**src/rtl/hazard_ctrl.sv**
```systemverilog
// Hazard controller for the RV32I pipeline.
// It selects ALU operand forwarding sources and detects load-use stalls.
// It also holds a one-entry scoreboard for a fixed-latency MUL/DIV unit
// and a saturating counter of stall cycles.
module hazard_ctrl #(
    parameter int unsigned REG_AW   = 5,
    parameter int unsigned NUM_FWD  = 3,
    parameter int unsigned LONG_LAT = 4,
    parameter int unsigned CNT_W    = 32,
    localparam int unsigned SEL_W   = $clog2(NUM_FWD + 1)
) (
    input  logic                      i_clk,
    input  logic                      i_reset,
    input  logic [REG_AW-1:0]         i_rs1_id,
    input  logic [REG_AW-1:0]         i_rs2_id,
    input  logic                      i_use_rs1_id,
    input  logic                      i_use_rs2_id,
    input  logic [REG_AW-1:0]         i_rd_id,
    input  logic                      i_long_id,
    input  logic [REG_AW-1:0]         i_rs1_ex,
    input  logic [REG_AW-1:0]         i_rs2_ex,
    input  logic [REG_AW-1:0]         i_rd_ex,
    input  logic                      i_regwen_ex,
    input  logic                      i_memread_ex,
    input  logic                      i_long_issue_ex,
    input  logic [NUM_FWD*REG_AW-1:0] i_rd_stg,
    input  logic [NUM_FWD-1:0]        i_regwen_stg,
    input  logic                      i_redirect,
    output logic [SEL_W-1:0]          o_fwd_sel_a,
    output logic [SEL_W-1:0]          o_fwd_sel_b,
    output logic                      o_stall_if,
    output logic                      o_stall_id,
    output logic                      o_flush_ex,
    output logic                      o_sb_busy,
    output logic                      o_sb_err,
    output logic [CNT_W-1:0]          o_stall_cnt
);

    logic              r_sb_busy;
    logic [REG_AW-1:0] r_sb_rd;
    logic [3:0]        r_sb_cnt;
    logic              r_sb_err;
    logic [CNT_W-1:0]  r_stall_cnt;

    logic [SEL_W-1:0]  w_sel_a;
    logic [SEL_W-1:0]  w_sel_b;
    logic              w_luh;
    logic              w_sbh;
    logic              w_stall;

    // Pick the youngest matching stage. The descending loop lets the lowest index win.
    // A source that waits on the outstanding long op reads the regfile,
    // because the ID stall covers that case.
    always_comb begin
        w_sel_a = '0;
        w_sel_b = '0;
        for (int k = int'(NUM_FWD) - 1; k >= 0; k--) begin
            if (i_regwen_stg[k] && i_rd_stg[k*REG_AW +: REG_AW] == i_rs1_ex && i_rs1_ex != '0)
                w_sel_a = SEL_W'(k + 1);
            if (i_regwen_stg[k] && i_rd_stg[k*REG_AW +: REG_AW] == i_rs2_ex && i_rs2_ex != '0)
                w_sel_b = SEL_W'(k + 1);
        end
        if (r_sb_busy && i_rs1_ex == r_sb_rd) w_sel_a = '0;
        if (r_sb_busy && i_rs2_ex == r_sb_rd) w_sel_b = '0;
        if (i_reset) begin
            w_sel_a = '0;
            w_sel_b = '0;
        end
    end

    // Detect load-use and scoreboard (RAW/WAW/structural) hazards; a redirect squashes the stall.
    always_comb begin
        w_luh = i_memread_ex && i_regwen_ex && (i_rd_ex != '0) &&
                ((i_use_rs1_id && i_rs1_id == i_rd_ex) ||
                 (i_use_rs2_id && i_rs2_id == i_rd_ex));
        w_sbh = r_sb_busy &&
                (((r_sb_rd != '0) &&
                  ((i_use_rs1_id && i_rs1_id == r_sb_rd) ||
                   (i_use_rs2_id && i_rs2_id == r_sb_rd) ||
                   (i_rd_id == r_sb_rd))) ||
                 i_long_id);
        w_stall = (w_luh || w_sbh) && !i_redirect && !i_reset;
    end

    // Scoreboard for the single long-latency unit; a second issue while busy is dropped and flagged.
    always_ff @(posedge i_clk or posedge i_reset) begin
        if (i_reset) begin
            r_sb_busy <= 1'b0;
            r_sb_rd   <= '0;
            r_sb_cnt  <= '0;
            r_sb_err  <= 1'b0;
        end else if (i_long_issue_ex && !r_sb_busy) begin
            r_sb_busy <= 1'b1;
            r_sb_rd   <= i_rd_ex;
            r_sb_cnt  <= 4'(LONG_LAT - 1);
        end else if (r_sb_busy) begin
            if (i_long_issue_ex) r_sb_err <= 1'b1;
            r_sb_cnt <= r_sb_cnt - 4'd1;
            if (r_sb_cnt == 4'd1) r_sb_busy <= 1'b0;
        end
    end

    // Count stalled cycles and stop at all-ones.
    always_ff @(posedge i_clk or posedge i_reset) begin
        if (i_reset) begin
            r_stall_cnt <= '0;
        end else if (w_stall && r_stall_cnt != '1) begin
            r_stall_cnt <= r_stall_cnt + CNT_W'(1);
        end
    end

    assign o_fwd_sel_a = w_sel_a;
    assign o_fwd_sel_b = w_sel_b;
    assign o_stall_if  = w_stall;
    assign o_stall_id  = w_stall;
    assign o_flush_ex  = w_stall;
    assign o_sb_busy   = r_sb_busy;
    assign o_sb_err    = r_sb_err;
    assign o_stall_cnt = r_stall_cnt;

endmodule

```
**config.mk**
```make
export PLATFORM = sky130hd
export DESIGN_NAME = hazard_ctrl
export DESIGN_NICKNAME = d
export VERILOG_FILES = /design/src/rtl/hazard_ctrl.sv
export SDC_FILE = /design/constraint.sdc
export NUM_CORES = 1
export LEC_CHECK = 0
export CELL_PAD_IN_SITES_DETAIL_PLACEMENT = 0
export CELL_PAD_IN_SITES_GLOBAL_PLACEMENT = 2
export CORE_UTILIZATION = 28
export CTS_BUF_LIST = sky130_fd_sc_hd__clkbuf_2
export CTS_CLUSTER_DIAMETER = 200
export DETAILED_ROUTE_END_ITERATION = 10
export PLACE_DENSITY_LB_ADDON = 0.3
export SLEW_MARGIN = 40
export SYNTH_ARGS = -nofsm -noshare
export SYNTH_HDL_FRONTEND = slang
export SYNTH_SLANG_ARGS = --single-unit
```
**constraint.sdc**
```tcl
create_clock -name i_clk -period 3.1 [get_ports i_clk]
set_input_delay 0.62 -clock i_clk [delete_from_list [all_inputs] [get_ports i_clk]]
set_output_delay 0.62 -clock i_clk [all_outputs]
set_load 0.02 [all_outputs]
```
==> impl_metrics.tcl <==
set metrics [dict create \
    number_of_buffers_on_the_longest_clock_path 2 \
    std_cell_rows 37 \
    cts.hold.buffers_added 0 \
    internal-power_mw 1.19 \
    detailed_place_hpwl_mm 6.29 \
    synth_top_area_share_pct 36.4 \
    htree_levels 2 \
    yosys-top-cells-count "sky130_fd_sc_hd__xnor2_1, sky130_fd_sc_hd__xor2_1, sky130_fd_sc_hd__dfrtp_1" \
    dr_total_vias 2603 \
    switching_power_share_of_the_total_pct 37.5 \
    worst-r2r-setup-slack_ns 0.44 \
    yosysUniqueCellTypes 38 \
    timing.final.max_slew_violations 0 \
    grt_setup_unrepaired "false" \
    worstSkewPairLatency_ns 0.40 \
    detail_route.iter0.violations 103 \
    grt_max_degree 44 \
    root_driver "sky130_fd_sc_hd__clkbuf_2" \
    grt_first_pass_wirelength_mm 13.4 \
    whs_endpoint "o_sb_err" \
    async_reset_ff_share_pct 100 \
    yosys_warnings 0 \
    layout.cell_area.non_filler_um2 4310 \
    fin_nets 496 \
    ys_ff_latch 43 \
    drc 0 \
    antenna_cells 0 \
    clock-sinks 43 \
    gr-usage-all-layers_pct 15.3 \
    p_comb_share_pct 47.4 \
    worst_slew_pin_slew_ns 0.586 \
    finalWeightedCongestion 0.794 \
    dpl_cell_area_um2 4260 \
    peakVddDrop_v 0.000316 \
    boundaryPins 98 \
    worst-setup-path-type "input port to primary output" \
    die_w_um 105 \
    timing.hold.worst_path_depth 1 \
    final_hold_viol_count 0 \
    data_required_critical_path_ns 2.48 \
    synth_largest_area_cell "sky130_fd_sc_hd__dfrtp_1" \
    floorplan.die_area_um2 11000 \
    fin_worst_skew_ns 0.0316 \
    syn_inst 315 \
    syn_nets 375 \
    path_clk_slew_ns 0.22 \
    wirelength_mm 8.13 \
    worstReg2RegStart "r_sb_rd[0]" \
    setup_violations 0 \
    grt.overflow.total 0 \
    maxCapViolCount 0 \
    clkPwrFrac_pct 12.7 \
    holdCritStartpoint "o_sb_err" \
    area_growth_pct 46.0 \
    wire_per_inst_um 14.2 \
    timing.critical_path.arrival_ns 2.38 \
    drt.antenna.violating_nets 0 \
    post-synth-top-count-cell "sky130_fd_sc_hd__xnor2_1" \
    tritoncts.num_buffers 5 \
    crit-reg2reg-capture "o_stall_cnt[1]" \
    netlist_area_pre_place_um2 2960 \
    drt_pre_antenna_iters 4 \
    critical_path.max_fanout 4 \
    max_slew_headroom_pct 60.6 \
    yosys-top-cells-area "sky130_fd_sc_hd__dfrtp_1, sky130_fd_sc_hd__xnor2_1, sky130_fd_sc_hd__xor2_1, sky130_fd_sc_hd__nor3_1, sky130_fd_sc_hd__nor4_1" \
    power.sequential.fraction_pct 39.9 \
    io_buffer_count 97 \
    hp-class "flip-flop to flip-flop" \
    startpoint_type "input port" \
    postSynth.topFlopCell "sky130_fd_sc_hd__dfrtp_1" \
    total_leakage_power_nw 1.81 \
    overall_power_mw 1.90 \
    hold_slack_ns 0.489 \
    cts_tree "done" \
    post_synthesis_sequential_area_ratio_pct 36.4 \
    floorplan.die.height_um 105 \
    post_synth.cell_area_avg_um2 9.38 \
    final_layout_size_suffix_gt1_share_pct 16.7 \
    grt_antenna_before_repair 0 \
    layout_min_cycle_time_ns 3.00 \
    post_drt_via_cell_ratio 4.54 \
    run_status "complete, no violations" \
    power_switching_uw 711 \
    total_power_density_per_cell_area_nw_per_um2 440 \
    core_area_um2 10300 \
    post_synth_edffs 0 \
    r2r.worst_path.cells 9 \
    vias_in_the_first_global_route 2636 \
    start_util_pct 28.8 \
    post-route-period-util_pct 96.8 \
    maxClockFrequency_mhz 333 \
    endpoint_kind "primary output" \
]
-- metrics by stage --
stage               util, %  setup WS [ns]  TNS [ns]  std cells
finish                 42.0          0.100         0        573
global route           42.0         0.0188         0        573
CTS                    41.9        0.00697         0        573
detailed placement     41.5         -0.341     -1.98        564
global placement       41.5         -0.304     -1.84        564
floorplan                 -          0.237         0        315
-- registers in the layout, indices dropped and copies added, names as in the netlist --
name,cells
o_sb_busy,1
o_sb_err,1
o_stall_cnt,32
r_sb_cnt,4
r_sb_rd,5
-- logic make-up after synthesis --
group           synth area share [%]
compound gates                  4.57
xor+xnor                        28.5
fa+ha+maj                       1.27
buf+inv                         5.50
flops                           36.4
mux                             2.67
simple gates                    21.1
-- final cells by class --
type | count | area, µm²
clock buffer | 6 | 30.0
multi-input combinational | 237 | 1750
sequential | 43 | 1080
timing repair buffer | 135 | 1220
clock inverter | 2 | 12.5
inverter | 14 | 52.6
fill | 1043 | 5960
tap | 136 | 170
-- how the worst max path moves through the flow --
stage,depth (start not counted),start,slack [ns],endpoint
after floorplan,3,i_reset,0.24,o_fwd_sel_a[0]
after global placement,8,i_rd_ex[3],-0.30,o_stall_id
after detailed placement,8,i_rd_ex[4],-0.34,o_flush_ex
after CTS,7,i_rs1_ex[1],0.007,o_fwd_sel_a[0]
after global routing,8,r_sb_rd[1],0.02,o_flush_ex
final,7,i_rd_ex[0],0.10,o_flush_ex
-- critical path, stage by stage --
cell                              delay (ns)
sky130_fd_sc_hd__clkdlybuf4s50_1        0.52
sky130_fd_sc_hd__or4_1                  0.57
sky130_fd_sc_hd__o2111ai_1              0.26
sky130_fd_sc_hd__a21oi_2                0.09
sky130_fd_sc_hd__nor2_4                 0.12
sky130_fd_sc_hd__inv_2                  0.05
sky130_fd_sc_hd__buf_2                  0.15
-- layer usage --
metal | track usage (%) | part of all wire (%) | up-vias
li1 | - | - | 1307
met1 | 21.4 | 50 | 1229
met2 | 24.0 | 44 | 61
met3 | 3.37 | 5.1 | 6
met4 | 3.42 | 0.90 | 0
met5 | 0 | 0 | -
-- power groups by stage --
stage	logic (mW)	registers, mW	clock network, mW
2_1_floorplan	0.571	0.762	0
3_5_place_dp	0.903	0.768	0
3_3_place_gp	0.894	0.767	0
5_1_grt	0.996	0.773	0.281
4_1_cts	0.906	0.760	0.262
6_report	0.899	0.758	0.241
-- timing repair --
| action | in CTS | in global routing |
|---|---|---|
| endpoints found under the setup margin | 7 | 7 |
| pin swaps | 1 | 2 |
| resized for setup | 19 | 14 |
| buffers inserted | 1 | 0 |
-- cell usage in the layout (no fill, tap or decap), types with 2 or more instances in the layout --
master,n
sky130_fd_sc_hd__a21oi_1,5
sky130_fd_sc_hd__and3_1,3
sky130_fd_sc_hd__and4_1,2
sky130_fd_sc_hd__buf_2,2
sky130_fd_sc_hd__buf_4,39
sky130_fd_sc_hd__clkbuf_2,10
sky130_fd_sc_hd__clkdlybuf4s50_1,90
sky130_fd_sc_hd__dfrtp_1,43
sky130_fd_sc_hd__ha_1,3
sky130_fd_sc_hd__inv_1,12
sky130_fd_sc_hd__inv_2,2
sky130_fd_sc_hd__mux2_2,6
sky130_fd_sc_hd__nand2_1,17
sky130_fd_sc_hd__nand2b_1,3
sky130_fd_sc_hd__nand3_1,12
sky130_fd_sc_hd__nand4_1,12
sky130_fd_sc_hd__nor2_1,9
sky130_fd_sc_hd__nor2_2,2
sky130_fd_sc_hd__nor2_4,2
sky130_fd_sc_hd__nor3_1,20
sky130_fd_sc_hd__nor3b_1,2
sky130_fd_sc_hd__nor4_1,12
sky130_fd_sc_hd__nor4_2,3
sky130_fd_sc_hd__o2111ai_1,2
sky130_fd_sc_hd__o21ai_0,4
sky130_fd_sc_hd__or3_1,4
sky130_fd_sc_hd__or4_1,6
sky130_fd_sc_hd__xnor2_1,51
sky130_fd_sc_hd__xor2_1,45
(Power assumes the default switching activity.)
